[config.mk]
export PLATFORM = sky130hd
export DESIGN_NAME = resp_uart_tx
export DESIGN_NICKNAME = d
export VERILOG_FILES = /design/src/rtl/resp_uart_tx.sv
export SDC_FILE = /design/constraint.sdc
export NUM_CORES = 1
export LEC_CHECK = 0
export CAP_MARGIN = 40
export CELL_PAD_IN_SITES_DETAIL_PLACEMENT = 1
export CELL_PAD_IN_SITES_GLOBAL_PLACEMENT = 1
export CORE_AREA = 2 2 126 128
export DETAILED_ROUTE_END_ITERATION = 12
export DIE_AREA = 0 0 128 130
export GPL_TIMING_DRIVEN = 0
export PLACE_DENSITY = 0.79
export SYNTH_ARGS = -nofsm -noshare
export SYNTH_HDL_FRONTEND = slang
export SYNTH_SLANG_ARGS = --single-unit
[constraint.sdc]
create_clock -name clk -period 3.06 [get_ports clk]
set_clock_uncertainty 0.05 [all_clocks]
set_input_delay 0.612 -clock clk [delete_from_list [all_inputs] [get_ports clk]]
set_output_delay 0.612 -clock clk [all_outputs]
set_load 0.02 [all_outputs]
[src/rtl/resp_uart_tx.sv]
// resp_uart_tx: response byte FIFO feeding an LSB-first UART transmitter.
// Define RESP_UART_TX_PARITY_EN to add an even-parity bit (8E1 framing).
module resp_uart_tx #(
   parameter int CLK_FREQ_HZ = 100000000,
   parameter int BAUD_RATE   = 115200,
   parameter int FIFO_DEPTH  = 16
) (
   input  logic       clk,
   input  logic       rst,
   input  logic [7:0] cmd_resp_wr_data,
   input  logic       cmd_resp_wr_en,
   output logic       cmd_resp_full,
   output logic       uart_tx,
   output logic       tx_busy,
   output logic       overflow
);

   localparam int CLKS_PER_BIT = CLK_FREQ_HZ / BAUD_RATE;
   localparam int AW = $clog2(FIFO_DEPTH);
   localparam int BW = (CLKS_PER_BIT > 1) ? $clog2(CLKS_PER_BIT) : 1;
   localparam logic [BW-1:0] BAUD_LAST = BW'(CLKS_PER_BIT - 1);
   localparam logic [AW:0] DEPTH = (AW+1)'(FIFO_DEPTH);

`ifdef RESP_UART_TX_PARITY_EN
   typedef enum logic [2:0] {IDLE, START, DATA, PARITY, STOP} state_t;
`else
   typedef enum logic [1:0] {IDLE, START, DATA, STOP} state_t;
`endif

   logic [7:0]    mem [FIFO_DEPTH];
   logic [AW:0]   wr_ptr;
   logic [AW:0]   rd_ptr;
   logic [AW:0]   count;
   logic [AW:0]   count_nx;
   logic          push;
   logic          pop;
   logic          bit_end;
   logic [7:0]    head;
   state_t        state;
   logic [BW-1:0] baud;
   logic [2:0]    bit_idx;
   logic [7:0]    shift;
`ifdef RESP_UART_TX_PARITY_EN
   logic          par;
`endif

   // A full FIFO drops the write even if a pop frees a slot this cycle.
   assign push    = cmd_resp_wr_en && !cmd_resp_full;
   assign head    = mem[rd_ptr[AW-1:0]];
   assign bit_end = (baud == BAUD_LAST);
   assign pop     = (count != '0) &&
                    ((state == IDLE) || (state == STOP && bit_end));

   // Next occupancy; push and pop together leave it unchanged.
   always_comb begin
      count_nx = count;
      if (push && !pop)
         count_nx = count + 1'b1;
      else if (!push && pop)
         count_nx = count - 1'b1;
   end

   // Storage array; contents are don't-care once pointers reset.
   always_ff @(posedge clk) begin
      if (push)
         mem[wr_ptr[AW-1:0]] <= cmd_resp_wr_data;
   end

   // FIFO pointers, occupancy, full flag and sticky overflow.
   always_ff @(posedge clk) begin
      if (rst) begin
         wr_ptr        <= '0;
         rd_ptr        <= '0;
         count         <= '0;
         cmd_resp_full <= 1'b0;
         overflow      <= 1'b0;
      end else begin
         if (push)
            wr_ptr <= wr_ptr + 1'b1;
         if (pop)
            rd_ptr <= rd_ptr + 1'b1;
         count         <= count_nx;
         cmd_resp_full <= (count_nx == DEPTH);
         if (cmd_resp_wr_en && cmd_resp_full)
            overflow <= 1'b1;
      end
   end

   // Frame sequencer with registered line and busy outputs.
   always_ff @(posedge clk) begin
      if (rst) begin
         state   <= IDLE;
         baud    <= '0;
         bit_idx <= '0;
         shift   <= '0;
`ifdef RESP_UART_TX_PARITY_EN
         par     <= 1'b0;
`endif
         uart_tx <= 1'b1;
         tx_busy <= 1'b0;
      end else begin
         tx_busy <= (state != IDLE) || (count != '0);
         if (state == START)
            uart_tx <= 1'b0;
         else if (state == DATA)
            uart_tx <= shift[0];
`ifdef RESP_UART_TX_PARITY_EN
         else if (state == PARITY)
            uart_tx <= par;
`endif
         else
            uart_tx <= 1'b1;

         case (state)
            IDLE: begin
               baud <= '0;
               if (pop) begin
                  shift <= head;
`ifdef RESP_UART_TX_PARITY_EN
                  par   <= ^head;
`endif
                  state <= START;
               end
            end
            START: begin
               if (bit_end) begin
                  baud    <= '0;
                  bit_idx <= '0;
                  state   <= DATA;
               end else begin
                  baud <= baud + 1'b1;
               end
            end
            DATA: begin
               if (bit_end) begin
                  baud    <= '0;
                  shift   <= shift >> 1;
                  bit_idx <= bit_idx + 1'b1;
                  if (bit_idx == 3'd7)
`ifdef RESP_UART_TX_PARITY_EN
                     state <= PARITY;
`else
                     state <= STOP;
`endif
               end else begin
                  baud <= baud + 1'b1;
               end
            end
`ifdef RESP_UART_TX_PARITY_EN
            PARITY: begin
               if (bit_end) begin
                  baud  <= '0;
                  state <= STOP;
               end else begin
                  baud <= baud + 1'b1;
               end
            end
`endif
            STOP: begin
               if (bit_end) begin
                  baud <= '0;
                  if (pop) begin
                     shift <= head;
`ifdef RESP_UART_TX_PARITY_EN
                     par   <= ^head;
`endif
                     state <= START;
                  end else begin
                     state <= IDLE;
                  end
               end else begin
                  baud <= baud + 1'b1;
               end
            end
            default: state <= IDLE;
         endcase
      end
   end

endmodule
==> results.toml, run 1 <==
[run_status]
status = "finished clean"

[worst_setup_path]
critPathKind = "input port to flip-flop"
startpoint = "cmd_resp_wr_en"
path_depth = 6
worst_r2r_path_depth = 7
arrival_ps = 2770
startpoint_type = "input port"
path_cells = "clkdlybuf4s50_1 > nor2b_1 > buf_2 > nand2_1 > nor3_1 > buf_2"
crit_buf_inv = 3
cpMostUsedCell = "buf_2"
slowest_delay_ps = 640
cp-end-kind = "flip-flop"
crit_end = "mem[3][1]"
slowest_stage = "nor3_1"
reg2reg_from = "state[1]"
rrSetupSlack_ps = 570
worstPathRequired_ps = 3140
r2r_end = "shift[1]"
path_max_fanout = 10
cp_top_family = "buffers and inverters"

[finish]
final_cells = 681
antennaDiodeCount = 0
utilization_pct = 52.38
area_delta_synth_final_pct = 15.30
nets = 503
postLayoutCellArea_sq_mm = 0.008079
drive_gt1_share_pct = 18.81

[sta]
final-hold-violation-count = 0
fin_crit_sh_pct = 87.96
slew_headroom_pct = 38.04
clock.fmax_mhz = 371.5
min_period_ps = 2691
worstMarginPinSlew_ps = 926.0
setup_viol = 0
grt_setup_unrepaired = "no"
fin_tns_setup_ps = 0
slew_violations = 0

[clocking]
cts_resized = 0
cts-root-buf = "clkbuf_16"
cts_max_path_buffers = 2
cts_tree = "done"
cts_sinks = 172
postCtsHoldBufs = 0
cts_max_level = 4
clk_pin_slew_worst_paths_ps = 70
cts_buffers = 17
insertion_delay_ps = 430
cts_setup_buffers = 0

[floorplanning]
initial_utilization_pct = 45.43
die-height_um = 130
ios = 15
die_w_um = 128
dieArea_sq_mm = 0.01664
core_area_sq_mm = 0.01542
fp-row-count = 46

[synth]
synth_cell_type_count = 48
synth_nets = 461
synth_compound_area_share_pct = 5.464
yosys.area_share.simple_pct = 7.732
synth_top_area_share_pct = 54.86
yosys_most_used_dff = "edfxtp_1"
ys_top_cells_by_area = "edfxtp_1 55%, dfxtp_1 13%, mux4_2 11%, ha_1 2.9%, nor2_1 2.5%"
ys_seq_elements = 172
synth_fa_ha_area_share_pct = 2.857
muxShareOfSynthArea_pct = 12.18
syn_avg_cell_area_sq_um = 16.14
synth_top_cell_by_area = "edfxtp_1"
seq_area_frac_synth_pct = 67.43
netlist_area_sq_mm = 0.007007
ys.warnings.count = 0
synth_top_family_by_area = "multiplexers"
synth_xor_area_share_pct = 2.375
async_reset_ff_share_pct = 0
synth_edf_count = 128
synth_cells = 434

[power]
max-vdd-ir-drop_mv = 0.5082
leakage_uw = 0.002690
p_per_area_mw_per_mm2 = 823.0

[routing]
drtIter0Drc = 251
via_per_inst = 5.722
wl_um = 15230
drtPass1Iterations = 4
post_drt_wl_per_cell_um = 22.36
vias = 3897
ant_nets = 0
drc_errors = 0

[grt]
grt_overflow = 0
grt_max_degree = 19
grtUsageTotal_pct = 19.72
grt_pass1_vias = 4228
antenna_found_initial = 0
grt_pass1_wl_um = 23900

[flow_run]
drv_cap = 0

[hold_path]
hold_class = "flip-flop to flip-flop"

[placement]
dp_cells = 648
place_hpwl_um = 10290
port_buffers = 13
place.gp.congestion = 0.7964
postPlaceCellArea_sq_mm = 0.007450
## cells in the mapped netlist, types with 2 or more instances
library cell / number
inv_1: 8
mux4_2: 33
nand4_1: 3
a32oi_1: 3
nand2b_1: 4
edfxtp_1: 128
nand2_1: 16
xor2_1: 9
a21oi_1: 5
nor2_1: 47
nand3_1: 8
dfxtp_1: 44
o21ai_0: 4
nor3_1: 5
xnor2_1: 10
and4bb_1: 2
nor2b_1: 10
buf_2: 5
and3_1: 3
a211oi_1: 15
buf_4: 2
clkbuf_1: 8
ha_1: 16
buf_6: 3
or3_1: 2
mux2i_1: 11
o21bai_1: 3
a221o_1: 7
## worst min-delay path by stage
stage / startpoint / endpoint / slack (ps) / cells after the start
after floorplan: baud[0] / baud[0] / 380 / 1
after global placement: baud[0] / baud[0] / 390 / 1
after detailed placement: overflow / overflow / 410 / 2
after CTS: overflow / overflow / 430 / 2
after global routing: overflow / overflow / 460 / 2
final: overflow / overflow / 420 / 2
## flip-flops by register name, indices dropped and copies added (netlist names), named ones only
| register | count |
|---|---|
| baud | 10 |
| bit_idx | 3 |
| cmd_resp_full | 1 |
| count | 5 |
| mem | 128 |
| overflow | 1 |
| rd_ptr | 4 |
| shift | 8 |
| state | 2 |
| tx_busy | 1 |
| uart_tx | 1 |
| wr_ptr | 4 |
## tightest hold or removal path, delay by kind of cell, from the launching register on
kind	cells	cell delay, ps
flops	1	330
simple gates	1	70
compound gates	1	40
## metal layers
layer | wire (um) | global-route usage (%) | vias to the layer above
li1 | - | - | 1773
met5 | 0 | 0 | -
met4 | 374 | 7.434 | 0
met2 | 7932 | 34.29 | 91
met3 | 619 | 4.715 | 29
met1 | 6302 | 24.14 | 2004
## layout by cell type (no fill, tap or decap), types with 4 or more instances in the layout
master / count
edfxtp_1: 128
nor2_1: 47
dfxtp_1: 44
mux4_2: 33
clkbuf_16: 17
nand2_1: 16
ha_1: 16
a211oi_1: 15
clkdlybuf4s50_1: 13
mux2i_1: 11
buf_4: 10
nor2b_1: 10
xnor2_1: 10
xor2_1: 9
inv_1: 8
clkbuf_1: 8
nand3_1: 8
inv_8: 8
buf_2: 7
a221o_1: 7
a21oi_1: 5
nand2b_1: 4
o21ai_0: 4
## layout make-up
| cell class | instances | area (sq um) |
|---|---|---|
| Clock inverter | 15 | 196.4 |
| Inverter | 8 | 30.03 |
| Tap cell | 192 | 240.2 |
| Timing Repair Buffer | 23 | 200.2 |
| Fill cell | 1442 | 7346 |
| Multi-Input combinational cell | 235 | 2155 |
| Sequential cell | 172 | 4725 |
| Clock buffer | 17 | 425.4 |
| Buffer | 19 | 107.6 |
## power by group
part	switching [uW]	total (uW)	internal, uW	leakage, uW
Clock	1020	2270	1260	0.000307
Sequential	133	2810	2680	0.00151
Combinational	843	1560	718	0.000868
## cell families (layout without fill, tap and decap cells)
| kind of cell | Yosys count | after routing |
|---|---|---|
| buffers and inverters | 27 | 82 |
| flip-flops | 172 | 172 |
| adder cells (fa/ha/maj) | 16 | 16 |
| multiplexers | 44 | 44 |
| XOR/XNOR | 19 | 19 |
| AO/OA/AOI/OAI | 49 | 49 |
| AND/OR/NAND/NOR | 107 | 107 |
## through the flow
| stage | hold slack (ps) | power [uW] | worst slack (ps) |
|---|---|---|---|
| after global placement | 391.6 | 4318 | -355.9 |
| after global routing | 462.6 | 6942 | 128.5 |
| after CTS | 428.8 | 6698 | 318.9 |
| after detailed placement | 409.6 | 4416 | -81.50 |
| final | 422.4 | 6649 | 368.5 |
| after floorplan | 376.0 | 3971 | 889.0 |
No activity file was read; power rests on OpenSTA's default activity.
==> run 2: changes to the inputs <==
--- a/config.mk
+++ b/config.mk
@@ -12,6 +12,7 @@
 export DETAILED_ROUTE_END_ITERATION = 12
 export DIE_AREA = 0 0 128 130
 export GPL_TIMING_DRIVEN = 0
+export MAX_ROUTING_LAYER = met4
 export PLACE_DENSITY = 0.79
 export SYNTH_ARGS = -nofsm -noshare
 export SYNTH_HDL_FRONTEND = slang
==> constraint.sdc (replaced) <==
create_clock -name clk -period 3.06 [get_ports clk]
set_clock_uncertainty 0.05 [all_clocks]
set_input_delay 0.612 -clock clk [delete_from_list [all_inputs] [get_ports clk]]
set_output_delay 0.612 -clock clk [all_outputs]
set_load 0.1 [all_outputs]
==> run 2 against run 1 <==
  * Combinational power is 8% higher
  * Wire length hardly changed
  * Count of clock-buffer cells in the layout is 1 higher
  * Sequential share of layout area down 0.072 points
  * First-iteration DRC count down 8.4%
  * Final cell count grew 0.73%
  * Clock power shrank 8%
  * Critical path type unchanged
  * Largest power group unchanged
==> results.toml, run 2 (synthesis results as in run 1) <==
[clocking]
insertion_delay_ps = 430
cts_sinks = 172
postCtsHoldBufs = 0
cts_resized = 0
clk_pin_slew_worst_paths_ps = 60
cts-root-buf = "clkbuf_16"
cts_max_path_buffers = 2
cts_buffers = 17
cts_tree = "done"
cts_setup_buffers = 0
cts_max_level = 4

[floorplanning]
core_area_sq_mm = 0.01542
die_w_um = 128
die-height_um = 130
dieArea_sq_mm = 0.01664
initial_utilization_pct = 45.43
ios = 15
fp-row-count = 46

[routing]
drtIter0Drc = 230
drtPass1Iterations = 7
wl_um = 15220
post_drt_wl_per_cell_um = 22.19
ant_nets = 0
via_per_inst = 5.641
vias = 3870
drc_errors = 0

[grt]
grt_overflow = 0
antenna_found_initial = 0
grtUsageTotal_pct = 20.80
grt_pass1_wl_um = 24290
grt_max_degree = 17
grt_pass1_vias = 4277
met2_usage_pct = 35.29
met3_usage_pct = 4.510
use_met1_pct = 24.19
busiest_layer = "met2"

[worst_setup_path]
worstPathRequired_ps = 3140
startpoint_type = "input port"
arrival_ps = 2790
path_max_fanout = 10
r2r_end = "shift[1]"
critPathKind = "input port to flip-flop"
rrSetupSlack_ps = 580
cp-end-kind = "flip-flop"
worst_r2r_path_depth = 7
reg2reg_from = "state[1]"

[sta]
setup_viol = 0
grt_setup_unrepaired = "no"
slew_headroom_pct = 41.66
worstMarginPinSlew_ps = 871.9
fin_tns_setup_ps = 0
clock.fmax_mhz = 369.2
final-hold-violation-count = 0
min_period_ps = 2709
fin_crit_sh_pct = 88.52
slew_violations = 0

[flow_run]
drv_cap = 0

[hold_path]
min_to = "overflow"
min_from = "overflow"
hold_class = "flip-flop to flip-flop"
worstHoldPathCells = 2

[finish]
drive_gt1_share_pct = 19.23
mostFrequentLayoutCell = "edfxtp_1"
final_cells = 686
largest_reg_flops = 128
final_cell_mix = "128 x edfxtp_1, 47 x nor2_1, 44 x dfxtp_1, 33 x mux4_2, 17 x clkbuf_16"
antennaDiodeCount = 0
area_delta_synth_final_pct = 15.45
nets = 508

[power]
leakage_uw = 0.002690
p_per_area_mw_per_mm2 = 814.7
max-vdd-ir-drop_mv = 0.5299

[placement]
dp_cells = 652
place.gp.congestion = 0.8078
port_buffers = 13
place_hpwl_um = 10370

[run_status]
status = "finished clean"
-- run 2: worst max-delay path, cell delays in order --
cell             delay, ps
clkdlybuf4s50_1        490
nor2b_1                230
buf_2                  270
nand2_1                180
nor3_1                 670
buf_2                  330
-- run 2: per-layer routing --
layer | vias up | share of wire, %
met1 | 1966 | 42
li1 | 1780 | -
met4 | 0 | 2.5
met2 | 98 | 52
met3 | 26 | 3.7
met5 | - | 0
-- run 2: area by class of cell --
type	instances	area, sq um
Clock inverter	14	135.1
Tap cell	192	240.2
Multi-Input combinational cell	235	2155
Inverter	8	30.03
Buffer	19	107.6
Fill cell	1453	7336
Clock buffer	18	429.2
Sequential cell	172	4725
Timing Repair Buffer	28	267.8
-- run 2: how the worst max path moves through the flow --
stage               cells past startpoint        end           start  slack [ps]
detailed placement                      6  mem[3][5]  cmd_resp_wr_en         -70
global placement                        5  mem[1][2]  cmd_resp_wr_en        -360
global route                            6  mem[3][4]  cmd_resp_wr_en         210
finish                                  6  mem[2][4]  cmd_resp_wr_en         350
CTS                                     6  mem[3][5]  cmd_resp_wr_en         350
floorplan                               4  mem[3][0]   cmd_resp_full         720
-- run 2: where the power goes --
| part | switching [uW] | internal [uW] | total, uW |
|---|---|---|---|
| registers | 132 | 2680 | 2810 |
| clock network | 946 | 1140 | 2090 |
| logic | 934 | 756 | 1690 |
| total | 2010 | 4580 | 6590 |
-- run 2: metrics by stage --
stage / cell area (sq um) / util, % / power [uW] / setup slack (ps) / hold slack [ps]
after floorplan: 7007 / - / 4061 / 719.3 / 376.0
after global placement: 7377 / 47.83 / 4409 / -355.9 / 391.6
after detailed placement: 7510 / 48.69 / 4556 / -71.41 / 426.2
after CTS: 8074 / 52.34 / 6658 / 353.9 / 440.4
after global routing: 8089 / 52.44 / 6899 / 211.8 / 465.9
final: 8089 / 52.44 / 6590 / 351.3 / 435.1
==> run 3: changes to the inputs <==
--- a/config.mk
+++ b/config.mk
@@ -5,15 +5,15 @@
 export SDC_FILE = /design/constraint.sdc
 export NUM_CORES = 1
 export LEC_CHECK = 0
-export CAP_MARGIN = 40
 export CELL_PAD_IN_SITES_DETAIL_PLACEMENT = 1
 export CELL_PAD_IN_SITES_GLOBAL_PLACEMENT = 1
 export CORE_AREA = 2 2 126 128
 export DETAILED_ROUTE_END_ITERATION = 12
 export DIE_AREA = 0 0 128 130
+export DONT_BUFFER_PORTS = 1
 export GPL_TIMING_DRIVEN = 0
 export MAX_ROUTING_LAYER = met4
-export PLACE_DENSITY = 0.79
+export PLACE_DENSITY = 0.78
 export SYNTH_ARGS = -nofsm -noshare
 export SYNTH_HDL_FRONTEND = slang
 export SYNTH_SLANG_ARGS = --single-unit
==> run 3 against run 2 <==
  * Register-to-register slack got worse by 270 ps
  * Highest routed layer unchanged
  * Power fell by 1.2%
  * Hold slack got worse by 220 ps
  * Die area did not move
  * Fmax fell by 1.6%
  * Sequential power rose by 4%
  * Critical path type is now flip-flop to flip-flop
==> results.toml, run 3 (synthesis results as in run 1) <==
[run_status]
status = "finished clean"

[power]
max-vdd-ir-drop_mv = 0.6361
p_clk_share_pct = 32.6
pwr-share-comb_pct = 22.4
p_seq_share_pct = 44.9
p_per_area_mw_per_mm2 = 828.1
leakage_uw = 0.002575
p_int_uw = 4454
swShare_pct = 31.61
p_switching_uw = 2059

[worst_setup_path]
startpoint_type = "flip-flop"
critPathKind = "flip-flop to flip-flop"
worstPathRequired_ps = 3060
arrival_ps = 2760
crit_buf_inv = 1
cp_top_family = "simple AND/OR/NAND/NOR gates"
slowest_stage = "nor2_1"
path_cells = "nor2b_1 > buf_2 > nand2_1 > nor2_1"
cp-end-kind = "flip-flop"
path_max_fanout = 10
slowest_delay_ps = 800

[finish]
mostFrequentLayoutCell = "edfxtp_1"
final_cell_mix = "128 x edfxtp_1, 47 x nor2_1, 44 x dfxtp_1, 33 x mux4_2, 17 x clkbuf_16"
final_cells = 658
nets = 480
area_delta_synth_final_pct = 12.25
nFillCells = 1462
antennaDiodeCount = 0
largest_reg_flops = 128
drive_gt1_share_pct = 18.24

[grt]
antenna_found_initial = 0
grtUsageTotal_pct = 20.06
grt_pass1_wl_um = 23540
grt_pass1_vias = 4112
grt_max_degree = 20
grt_overflow = 0

[routing]
ant_nets = 0
met1Wirelength_um = 6380
wl_um = 14790
post_drt_wl_per_cell_um = 22.48
wl_met2_um = 7539
routed.top_layer = "met4"
drtIter0Drc = 300
wl_met3_um = 556
drc_errors = 0
vias = 3778
drtPass1Iterations = 4
via_per_inst = 5.742

[clocking]
cts_max_level = 4
cts_buffers = 17
cts_max_path_buffers = 2
clk_pin_slew_worst_paths_ps = 80
postCtsHoldBufs = 0
cts-root-buf = "clkbuf_16"
cts_resized = 0
insertion_delay_ps = 440
cts_tree = "done"
cts_setup_buffers = 0
cts_sinks = 172

[placement]
dp_cells = 626
place.gp.congestion = 0.8132
preCtsSetupSlack_ps = 40.96
port_buffers = 0
place_hpwl_um = 9517

[sta]
clock.fmax_mhz = 363.2
worst_slack_ps = 306.4
worstMarginPinSlew_ps = 1001
setup_viol = 0
grt_setup_unrepaired = "no"
fin_crit_sh_pct = 89.99
min_period_ps = 2754
slew_violations = 0
slew_headroom_pct = 33.15
final-hold-violation-count = 0

[floorplanning]
dieArea_sq_mm = 0.01664
core_area_sq_mm = 0.01542
die_w_um = 128
ios = 15
die-height_um = 130
initial_utilization_pct = 45.43
fp-row-count = 46

[flow_run]
drv_cap = 0

[hold_path]
hold_class = "input port to flip-flop"
[run 3: metrics by stage]
step	hold slack [ps]	util (%)	power [uW]	TNS [ps]	cell area, sq um
6_report	215.5	50.99	6513	0	7865
4_1_cts	204.2	50.96	6557	0	7860
3_5_place_dp	409.3	47.08	4438	0	7262
2_1_floorplan	376.0	-	4061	0	7007
3_3_place_gp	390.3	46.98	4356	-288.2	7247
5_1_grt	201.0	50.99	6796	0	7865
[run 3: final timing paths]
kind / slack [ps] / from / depth (start not counted) / endpoint
worst max-delay path: 310 / cmd_resp_full / 4 / mem[7][7]
worst min register to register: 420 / baud[0] / 1 / baud[0]
worst min-delay path: 220 / cmd_resp_wr_data[6] / 0 / mem[11][6]
worst max register to register: 310 / cmd_resp_full / 4 / mem[7][7]
[run 3: area by class of cell]
class	count	area (sq um)	area share (%)
multi-input cells	235	2165	27.52
inverters	8	30.03	0.3818
clock inverters	15	172.7	2.195
clock buffers	17	425.4	5.409
well taps	192	240.2	3.054
plain buffers	19	107.6	1.368
flip-flops and latches	172	4725	60.07
[run 3: power groups by stage]
stage | sequential, uW | combinational (uW) | clock (uW)
finish | 2930 | 1460 | 2130
global route | 2950 | 1610 | 2240
CTS | 2930 | 1480 | 2150
detailed placement | 2970 | 1460 | 0
global placement | 2960 | 1400 | 0
floorplan | 2930 | 1130 | 0
[run 3: layer usage]
layer	track usage, %	up-vias
met1	24.46	1957
met3	4.264	24
met2	33.25	84
met4	7.563	0
met5	-	-
li1	-	1713
[run 3: worst register-to-register path: stages (launching register included)]
cell and delay (ps):
dfxtp_1 660, nor2b_1 360, buf_2 290, nand2_1 230, nor2_1 800
